--- config.mk ---
export PLATFORM = sky130hd
export DESIGN_NAME = rv_burst_tx
export DESIGN_NICKNAME = d
export VERILOG_FILES = /design/src/rtl/rv_burst_tx.sv
export SDC_FILE = /design/constraint.sdc
export NUM_CORES = 1
export LEC_CHECK = 0
export CAP_MARGIN = 20
export CORE_MARGIN = 2
export CORE_UTILIZATION = 51
export CTS_CLUSTER_SIZE = 14
export DETAILED_ROUTE_END_ITERATION = 10
export GPL_ROUTABILITY_DRIVEN = 1
export GPL_TIMING_DRIVEN = 0
export PLACE_DENSITY = 0.85
export SLEW_MARGIN = 25
export SYNTH_ARGS = -nofsm -noshare
export SYNTH_HDL_FRONTEND = slang
export SYNTH_SLANG_ARGS = --single-unit
--- constraint.sdc ---
create_clock -name clk -period 2.6 [get_ports clk]
set_input_delay 0.26 -clock clk [delete_from_list [all_inputs] [get_ports clk]]
set_output_delay 0.26 -clock clk [all_outputs]
set_load 0.05 [all_outputs]
--- src/rtl/rv_burst_tx.sv ---
// rv_burst_tx: accepts a burst command and emits an incrementing or constant data burst on a srdy/rrdy stream.
module rv_burst_tx #(
   parameter int DATA_W = 8,
   parameter int LEN_W  = 4
) (
   input  logic              clk,
   input  logic              rst,
   input  logic              cmd_srdy,
   output logic              cmd_rrdy,
   input  logic [DATA_W-1:0] cmd_start,
   input  logic [LEN_W-1:0]  cmd_len,
   input  logic              cmd_mode,
   output logic              out_srdy,
   input  logic              out_rrdy,
   output logic [DATA_W-1:0] out_data,
   output logic              out_last,
   output logic              busy,
   output logic [15:0]       beats_sent
);
   typedef enum logic {IDLE, SEND} state_t;
   state_t state, state_nx;
   logic [LEN_W:0] remaining;
   logic mode;
   logic cmd_xfer, out_xfer;
   assign cmd_rrdy = (state == IDLE);
   assign out_srdy = (state == SEND);
   assign busy     = (state == SEND);
   assign out_last = out_srdy && (remaining == {{LEN_W{1'b0}}, 1'b1});
   assign cmd_xfer = cmd_srdy && cmd_rrdy;
   assign out_xfer = out_srdy && out_rrdy;
   always_comb begin
      state_nx = state;
      if (cmd_xfer) state_nx = SEND;
      else if (out_xfer && out_last) state_nx = IDLE;
   end
   always_ff @(posedge clk) begin
      if (rst) begin
         state      <= IDLE;
         out_data   <= '0;
         remaining  <= '0;
         mode       <= 1'b0;
         beats_sent <= '0;
      end else begin
         state <= state_nx;
         if (cmd_xfer) begin
            out_data  <= cmd_start;
            mode      <= cmd_mode;
            remaining <= (cmd_len == '0) ? {1'b1, {LEN_W{1'b0}}} : {1'b0, cmd_len};
         end else if (out_xfer) begin
            out_data   <= mode ? out_data : out_data + 1'b1;
            remaining  <= remaining - 1'b1;
            beats_sent <= (beats_sent == 16'hFFFF) ? beats_sent : beats_sent + 16'd1;
         end
      end
   end
endmodule
Yosys cells after proc, flatten, opt, wreduce, memory -nomap -nowiden
Index checks and enable logic that the tools add are counted.
{"block": "word_totals", "regBits": 31, "in_bits": 17}
{"block": "classes", "addsub": 3, "n_eq_ne": 3, "muxes": 8, "bitwise": 3, "n_reduce_logical": 9}
{"op": "2-to-1 mux 8 bit", "count": 3}
{"op": "adder 16 x 1 -> 16 bit, second input constant", "count": 1}
{"op": "== test 16 bit, second input constant", "count": 1}
{"op": "2-to-1 mux 5 bit", "count": 3}
{"op": "adder 8 x 1 -> 8 bit, second input constant", "count": 1}
{"op": "== test 5 x 1 -> 1 bit, second input constant", "count": 1}
{"op": "subtractor 5 x 1 -> 5 bit, second input constant", "count": 1}
{"op": "logical AND 1 bit", "count": 4}
{"op": "logical NOT 4 bit", "count": 1}
{"op": "nonzero test 2 bit", "count": 2}
{"op": "inverter 1 bit", "count": 3}
{"op": "AND reduction 3 bit", "count": 1}
{"op": "2-to-1 mux 1 bit", "count": 2}
{"op": "inequality test 2 x 1 -> 1 bit, second input constant", "count": 1}
{"op": "AND reduction 2 bit", "count": 1}

Logic depth before layout (Yosys ltp)
Gate-level depths: netlist (run 1).
{"block": "depth", "ltp_word": 5, "ltp_mapped": 6}

Worst setup path after synthesis (run 1)
OpenSTA, ideal clock, no wires.
{"block": "synth_path", "kind": "reg-to-reg", "startpoint": "register beats_sent[0]", "endpoint": "register beats_sent[14]", "t_arrival_ns": 1.963, "required_time_ns": 2.529, "path_slack_ns": 0.566, "path_stages_with_launch": 7, "synth_period_minus_slack_ns": 2.034, "path_cell_list": "dfxtp_1 > ha_1 > and3_1 > buf_2 > nand2_1 > or4_1 > a21oi_1"}
{"block": "synth_between", "elab_chain_len": 3, "word_cells_on_any_way": 4, "cone_classes": "add/sub (1); eq/ne (1); bitwise (1); reduce/logical (1)"}
{"item": "start, declared", "line_no": "18", "text": "output logic [15:0] beats_sent"}
{"item": "start signal, assigned", "line_no": "52", "text": "beats_sent <= (beats_sent == 16'hFFFF) ? beats_sent : beats_sent + 16'd1;"}
{"item": "parallel branches: the longest is 3 deep, another holds adder 16 x 1 -> 16 bit"}
Parallel ways; which one is timed is not known.
A chain may end at the register's enable or synchronous reset.

Final worst setup path (run 1)
{"block": "layout_path", "startpoint": "register remaining[0]", "endpoint": "output out_last"}
{"block": "layout_between", "elab_chain_len": 2}
{"item": "start, declared", "line_no": "22", "text": "logic [LEN_W:0] remaining;"}
{"item": "start signal, assigned", "line_no": "48", "text": "remaining <= (cmd_len == '0) ? {1'b1, {LEN_W{1'b0}}} : {1'b0, cmd_len};"}
{"item": "start signal, assigned", "line_no": "51", "text": "remaining <= remaining - 1'b1;"}
{"item": "== test 5 x 1 -> 1 bit", "line_no": "28", "text": "assign out_last = out_srdy && (remaining == {{LEN_W{1'b0}}, 1'b1});"}
{"item": "logical AND 1 bit", "line_no": "28"}
{"item": "end, declared", "line_no": "16", "text": "output logic out_last,"}
No other way between the ends.

==> impl_metrics.env, run 1 <==
export IMPL_critPathSlowestCell="dfxtp_1"
export IMPL_nFillCells=264
export IMPL_hold_path_startpoint="cmd_mode"
export IMPL_reg2reg_slack_ps=690
export IMPL_clkTransAtPathRegs_ps=90
export IMPL_drt_pass1_iterations=4
export IMPL_setup_tns_ps=0
export IMPL_clock_latency_ps=330
export IMPL_grt_overflow=0
export IMPL_cts_tree="built"
export IMPL_hold_slack_ps=469
export IMPL_routed_wl_mm=4.08
export IMPL_whs_endpoint="mode"
export IMPL_ant_nets=0
export IMPL_synth_top_area_share_pct=38.9
export IMPL_synth_top_area_cell="dfxtp_1"
export IMPL_place_gp_congestion=0.830
export IMPL_numCtsBuffers=5
export IMPL_io_buffers=44
export IMPL_grt_use_total_pct=24.6
export IMPL_via_count=1679
export IMPL_crit_path_start_kind="flop"
export IMPL_critPathBufInv=1
export IMPL_initial_utilization_pct=53.1
export IMPL_min_period_ps=2110
export IMPL_synth_edff_count=0
export IMPL_fmaxAchievable_mhz=473
export IMPL_vias_per_cell=6.04
export IMPL_drtIter0Drc=80
export IMPL_ioPinCount=45
export IMPL_syn_to_final_growth_pct=33.4
export IMPL_synth_adder_area_share_pct=3.14
export IMPL_slew_limit_headroom_pct=45.6
export IMPL_synth_cells=195
export IMPL_status="finished, final reports clean"
export IMPL_cts_sinks=31
export IMPL_yosysMostFrequentCell="dfxtp_1"
export IMPL_rows=20
export IMPL_irDropWorstVdd_mv=0.283
export IMPL_grt_pass1_vias=1488
export IMPL_synth_seq_cells=31
export IMPL_placed_area_um2=2080
export IMPL_crit_path_cell_trace="ha_1 > nor4b_1 > and2_1 > dlymetal6s2s_1"
export IMPL_worst_pin_slew_ps=808
export IMPL_synthMuxAreaShare_pct=0
export IMPL_fin_area_um2=2130
export IMPL_rsz0062_at_grt="false"
export IMPL_syn_nets=216
export IMPL_fin_skew_ps=4.71
export IMPL_grt_pass1_wl_mm=6.63
export IMPL_antenna_found_initial=0
export IMPL_netlist_area_um2=1590
export IMPL_drive_gt1_share_pct=6.12
export IMPL_worstHoldPathType="input pin to flop"
export IMPL_synth_top_family_by_area="simple AND/OR/NAND/NOR gates"
export IMPL_cap_violations=0
export IMPL_whs_path_depth=3
export IMPL_synth_compound_area_share_pct=20.2
export IMPL_wl_per_cell_um=14.7
export IMPL_die_h_um=59.9
export IMPL_r2r_start="beats_sent[0]"
export IMPL_critPathMaxFanout=5
export IMPL_multi_input_area_um2=925
export IMPL_hold_violations=0
export IMPL_finalMaxSlewViolations=0
export IMPL_synthTopCellsByArea="dfxtp_1 39%, nor2_1 5.4%, a21oi_1 5.0%, a211oi_1 4.7%, o21ai_0 3.5%"
export IMPL_finalSetupViolations=0
export IMPL_hpwl_mm=2.95
export IMPL_drc=0
export IMPL_synth_ff_type="dfxtp_1"
export IMPL_yosysWarnings=0
export IMPL_place_ws_ps=494
export IMPL_synthSimpleGateAreaFrac_pct=30.5
export IMPL_critical_path_class="flop to output pin"
export IMPL_cpLargestDelayFamily="simple AND/OR/NAND/NOR gates"
export IMPL_yosysSeqAreaShare_pct=38.9
export IMPL_crit_arrival_ps=1850
export IMPL_fp_dieArea_um2=3590
export IMPL_worstPathRequired_ps=2340
export IMPL_rr_worst_depth=6
export IMPL_clock_root_buffer="clkbuf_4"
export IMPL_async_flop_share_pct=0
export IMPL_coreArea_um2=3000
export IMPL_power_density_nw_per_um2=456
export IMPL_clk_path_buf_depth=2
export IMPL_htreeDepth=2
export IMPL_seqCellArea_um2=621
export IMPL_endpoint_kind="output pin"
export IMPL_diodes=0
export IMPL_yosysUniqueCellTypes=42
export IMPL_synth_xor_area_share_pct=3.85
export IMPL_synthTopCellsByCount="31 x dfxtp_1, 23 x nor2_1, 16 x a21oi_1, 14 x nand2_1, 11 x o21ai_0"
export IMPL_p_leak_uw=0.000726
export IMPL_fin_crit_sh_pct=81.3
export IMPL_grt_max_degree=11
export IMPL_crit_reg2reg_capture="beats_sent[14]"
export IMPL_nets=267
export IMPL_dieWidth_um=59.9
export IMPL_post_cts_setup_buffers=0
export IMPL_critPathLaunch="remaining[0]"
export IMPL_synth_area_per_cell_um2=8.17
export IMPL_layout_setup_ws_ps=486
export IMPL_cpPeakStageDelay_ps=420
-- how the worst max path moves through the flow --
stage,depth (start not counted),slack (ps),to
floorplan,6,570,beats_sent[14]
global placement,4,490,out_last
detailed placement,4,490,out_last
CTS,4,90,out_last
global route,4,340,out_last
finish,4,490,out_last
-- worst register-to-register path, stage by stage, from the launching register on --
cell and delay [ps]:
dfxtp_1 430, ha_1 240, and3_1 160, buf_2 170
nand2_1 130, or4_1 520, a21oi_1 180
-- where the power goes --
part / internal, uW / switching [uW] / total, uW
Clock: 96.0 / 157 / 253
Combinational: 81.4 / 116 / 197
Sequential: 496 / 23.2 / 519
Total: 673 / 296 / 969
-- final cells by class --
class | instances | share of cell area (%)
Multi-Input combinational cell | 151 | 43.5
Sequential cell | 31 | 29.2
Timing Repair Buffer | 44 | 20.8
Clock buffer | 6 | 1.94
Tap cell | 33 | 1.94
Buffer | 8 | 1.71
Inverter | 5 | 0.883
-- layout by cell type (no fill, tap or decap), types with 3 or more instances in the layout --
cell | netlist | final
clkdlybuf4s50_1 | 0 | 43
dfxtp_1 | 31 | 31
nor2_1 | 23 | 23
a21oi_1 | 16 | 16
nand2_1 | 14 | 14
o21ai_0 | 11 | 11
a211oi_1 | 10 | 10
or3_1 | 7 | 7
nand3_1 | 7 | 7
clkbuf_1 | 5 | 6
inv_1 | 5 | 5
nand4_1 | 5 | 5
nor4_1 | 6 | 5
nor3_1 | 5 | 5
clkbuf_4 | 0 | 5
and3_1 | 4 | 4
xnor2_1 | 4 | 4
or4_1 | 4 | 4
ha_1 | 4 | 4
xor2_1 | 3 | 3
o31ai_1 | 3 | 3
-- timing repair --
item | in CTS | in global routing
hold buffers | 0 | 0
gates resized for setup | 0 | 1
setup endpoints to repair | 0 | 1
-- layer usage --
layer  global-route usage, %  up-vias  routed length, um
li1                        -      834                  -
met1                    31.6      801               1870
met2                    41.0       39               2000
met3                    5.84        5                166
met4                    6.98        0                 43
met5                       0        -                  0
-- per-stage QoR --
stage,power (uW),utilization [%],std cells
detailed placement,726,69.1,272
global placement,723,69.1,272
CTS,972,70.5,278
finish,969,70.8,278
global route,1010,70.8,278
floorplan,649,-,195
-- kinds of logic after synthesis --
kind of cell | count (synthesis)
compound gates | 51
simple gates | 89
buf+inv | 13
fa+ha+maj | 4
xor+xnor | 7
flops | 31
-- sequential cells by signal, summed over array words and instances (netlist names) --
signal / flops
busy: 1
mode: 1
remaining: 5
beats_sent: 16
out_data: 8
No activity file was read; power rests on OpenSTA's default activity.
==> inputs of run 2 (changes only) <==
CORE_UTILIZATION = 43   (was 51)
PLACE_DENSITY = 0.76   (was 0.85)
clock period = 1.7 ns   (was 2.6 ns; I/O delays follow)
==> impl_metrics.env, run 2 (same netlist as run 1, synthesis figures left out) <==
export IMPL_die_h_um=64.9
export IMPL_layout_setup_ws_ps=42.7
export IMPL_syn_to_final_growth_pct=51.6
export IMPL_coreArea_um2=3610
export IMPL_fin_crit_sh_pct=97.5
export IMPL_reg_top3="beats_sent (16), out_data (8), remaining (5)"
export IMPL_regMostFlops="beats_sent"
export IMPL_setup_tns_ps=0
export IMPL_power_clock_fraction_pct=41.0
export IMPL_slew_limit_headroom_pct=62.7
export IMPL_critPathBufInv=1
export IMPL_endpoint_kind="output pin"
export IMPL_fmaxAchievable_mhz=603
export IMPL_status="finished, final reports clean"
export IMPL_grt_pass1_wl_mm=7.14
export IMPL_drc=0
export IMPL_p_int_uw=1350
export IMPL_cts_sinks=31
export IMPL_clk_path_buf_depth=2
export IMPL_antenna_found_initial=0
export IMPL_hold_slack_ps=441
export IMPL_grt_max_degree=11
export IMPL_rsz0062_at_grt="true"
export IMPL_numCtsBuffers=5
export IMPL_cpPeakStageDelay_ps=810
export IMPL_power_density_nw_per_um2=765
export IMPL_endpoint="beats_sent[2]"
export IMPL_clock_root_buffer="clkbuf_8"
export IMPL_grt_pass1_vias=1555
export IMPL_rows=22
export IMPL_place_gp_congestion=0.798
export IMPL_diodes=0
export IMPL_r2r_start="busy"
export IMPL_hpwl_mm=2.97
export IMPL_crit_path_cell_trace="clkdlybuf4s50_1"
export IMPL_p_switching_uw=503
export IMPL_htreeDepth=2
export IMPL_cap_violations=0
export IMPL_largest_register_ffs=16
export IMPL_routed_wl_mm=4.44
export IMPL_crit_arrival_ps=1490
export IMPL_power_frac_seq_pct=42.4
export IMPL_drive_gt1_share_pct=19.6
export IMPL_hold_violations=0
export IMPL_power_frac_comb_pct=16.7
export IMPL_grt_busiest_layer="met2"
export IMPL_vias_per_cell=5.67
export IMPL_nFillCells=297
export IMPL_worstPathRequired_ps=1530
export IMPL_final_common_cell="clkdlybuf4s50_1"
export IMPL_cpLargestDelayFamily="buffers and inverters"
export IMPL_io_buffers=44
export IMPL_crit_reg2reg_capture="beats_sent[11]"
export IMPL_worstHoldPathType="input pin to flop"
export IMPL_critPathSlowestCell="clkdlybuf4s50_1"
export IMPL_wl_per_cell_um=14.6
export IMPL_initial_utilization_pct=44.2
export IMPL_min_period_ps=1660
export IMPL_p_leak_uw=0.000942
export IMPL_crit_path_start_kind="flop"
export IMPL_grt_use_met3_pct=5.90
export IMPL_fin_skew_ps=5.69
export IMPL_cts_tree="built"
export IMPL_ant_nets=0
export IMPL_grtUsageMet2_pct=38.3
export IMPL_reg2reg_slack_ps=50
export IMPL_via_count=1718
export IMPL_clkTransAtPathRegs_ps=70
export IMPL_fp_dieArea_um2=4210
export IMPL_rr_worst_depth=5
export IMPL_place_ws_ps=-378
export IMPL_layout_common_cells="32 x clkdlybuf4s50_1, 23 x nor2_1, 16 x dfxtp_1"
export IMPL_drt_pass1_iterations=4
export IMPL_grt_use_total_pct=21.9
export IMPL_dieWidth_um=64.9
export IMPL_worst_pin_slew_ps=560
export IMPL_drtIter0Drc=82
export IMPL_switching_share_pct=27.2
export IMPL_finalMaxSlewViolations=0
export IMPL_critPathMaxFanout=7
export IMPL_nets=275
export IMPL_ioPinCount=45
export IMPL_grt_overflow=0
export IMPL_critPathLaunch="beats_sent[2]"
export IMPL_clock_latency_ps=290
export IMPL_use_met1_pct=25.9
export IMPL_finalSetupViolations=0
export IMPL_cp_num_cells=1
export IMPL_critical_path_class="flop to output pin"
export IMPL_irDropWorstVdd_mv=0.684
## run 2: what timing repair did
action / 4_1_cts / 5_1_grt
endpoints found under the hold margin: 0 / 0
pin swaps: 3 / 6
setup endpoints to repair: 15 / 16
buffers inserted: 4 / 4
gates resized for setup: 25 / 10
hold buffers: 0 / 0
## run 2: layer usage
layer / wire (um) / share of wire (%)
met1: 1990 / 45
met2: 2150 / 48
met3: 209 / 4.7
met4: 87 / 2.0
met5: 0 / 0
## run 2: cell type report
cell class	instances	area, um2	area share (%)
Buffer	8	48.8	2.02
Clock buffer	6	82.6	3.42
Clock inverter	2	35.0	1.45
Inverter	5	18.8	0.776
Multi-Input combinational cell	151	1010	41.9
Sequential cell	31	664	27.5
Tap cell	48	60.1	2.48
Timing Repair Buffer	52	495	20.5
## run 2: worst min path at each step
stage | startpoint | end | cells after the start
after floorplan | rst | remaining[4] | 1
after global placement | mode | mode | 2
after detailed placement | beats_sent[5] | beats_sent[5] | 1
after CTS | cmd_mode | mode | 3
after global routing | cmd_mode | mode | 3
final | cmd_mode | mode | 3
## run 2: power by group through the flow
stage	combinational [uW]	clock, uW	sequential, uW
2_1_floorplan	121	0	859
3_3_place_gp	299	0	795
3_5_place_dp	303	0	797
4_1_cts	306	777	783
5_1_grt	330	808	787
6_report	308	758	784
## run 2: metrics by stage
stage | std cells | util, % | power [uW] | cell area (um2)
finish | 303 | 67.0 | 1850 | 2420
global placement | 287 | 59.6 | 1090 | 2150
floorplan | 195 | - | 979 | 1650
detailed placement | 287 | 59.6 | 1100 | 2150
global route | 303 | 67.0 | 1930 | 2420
CTS | 299 | 65.0 | 1870 | 2340
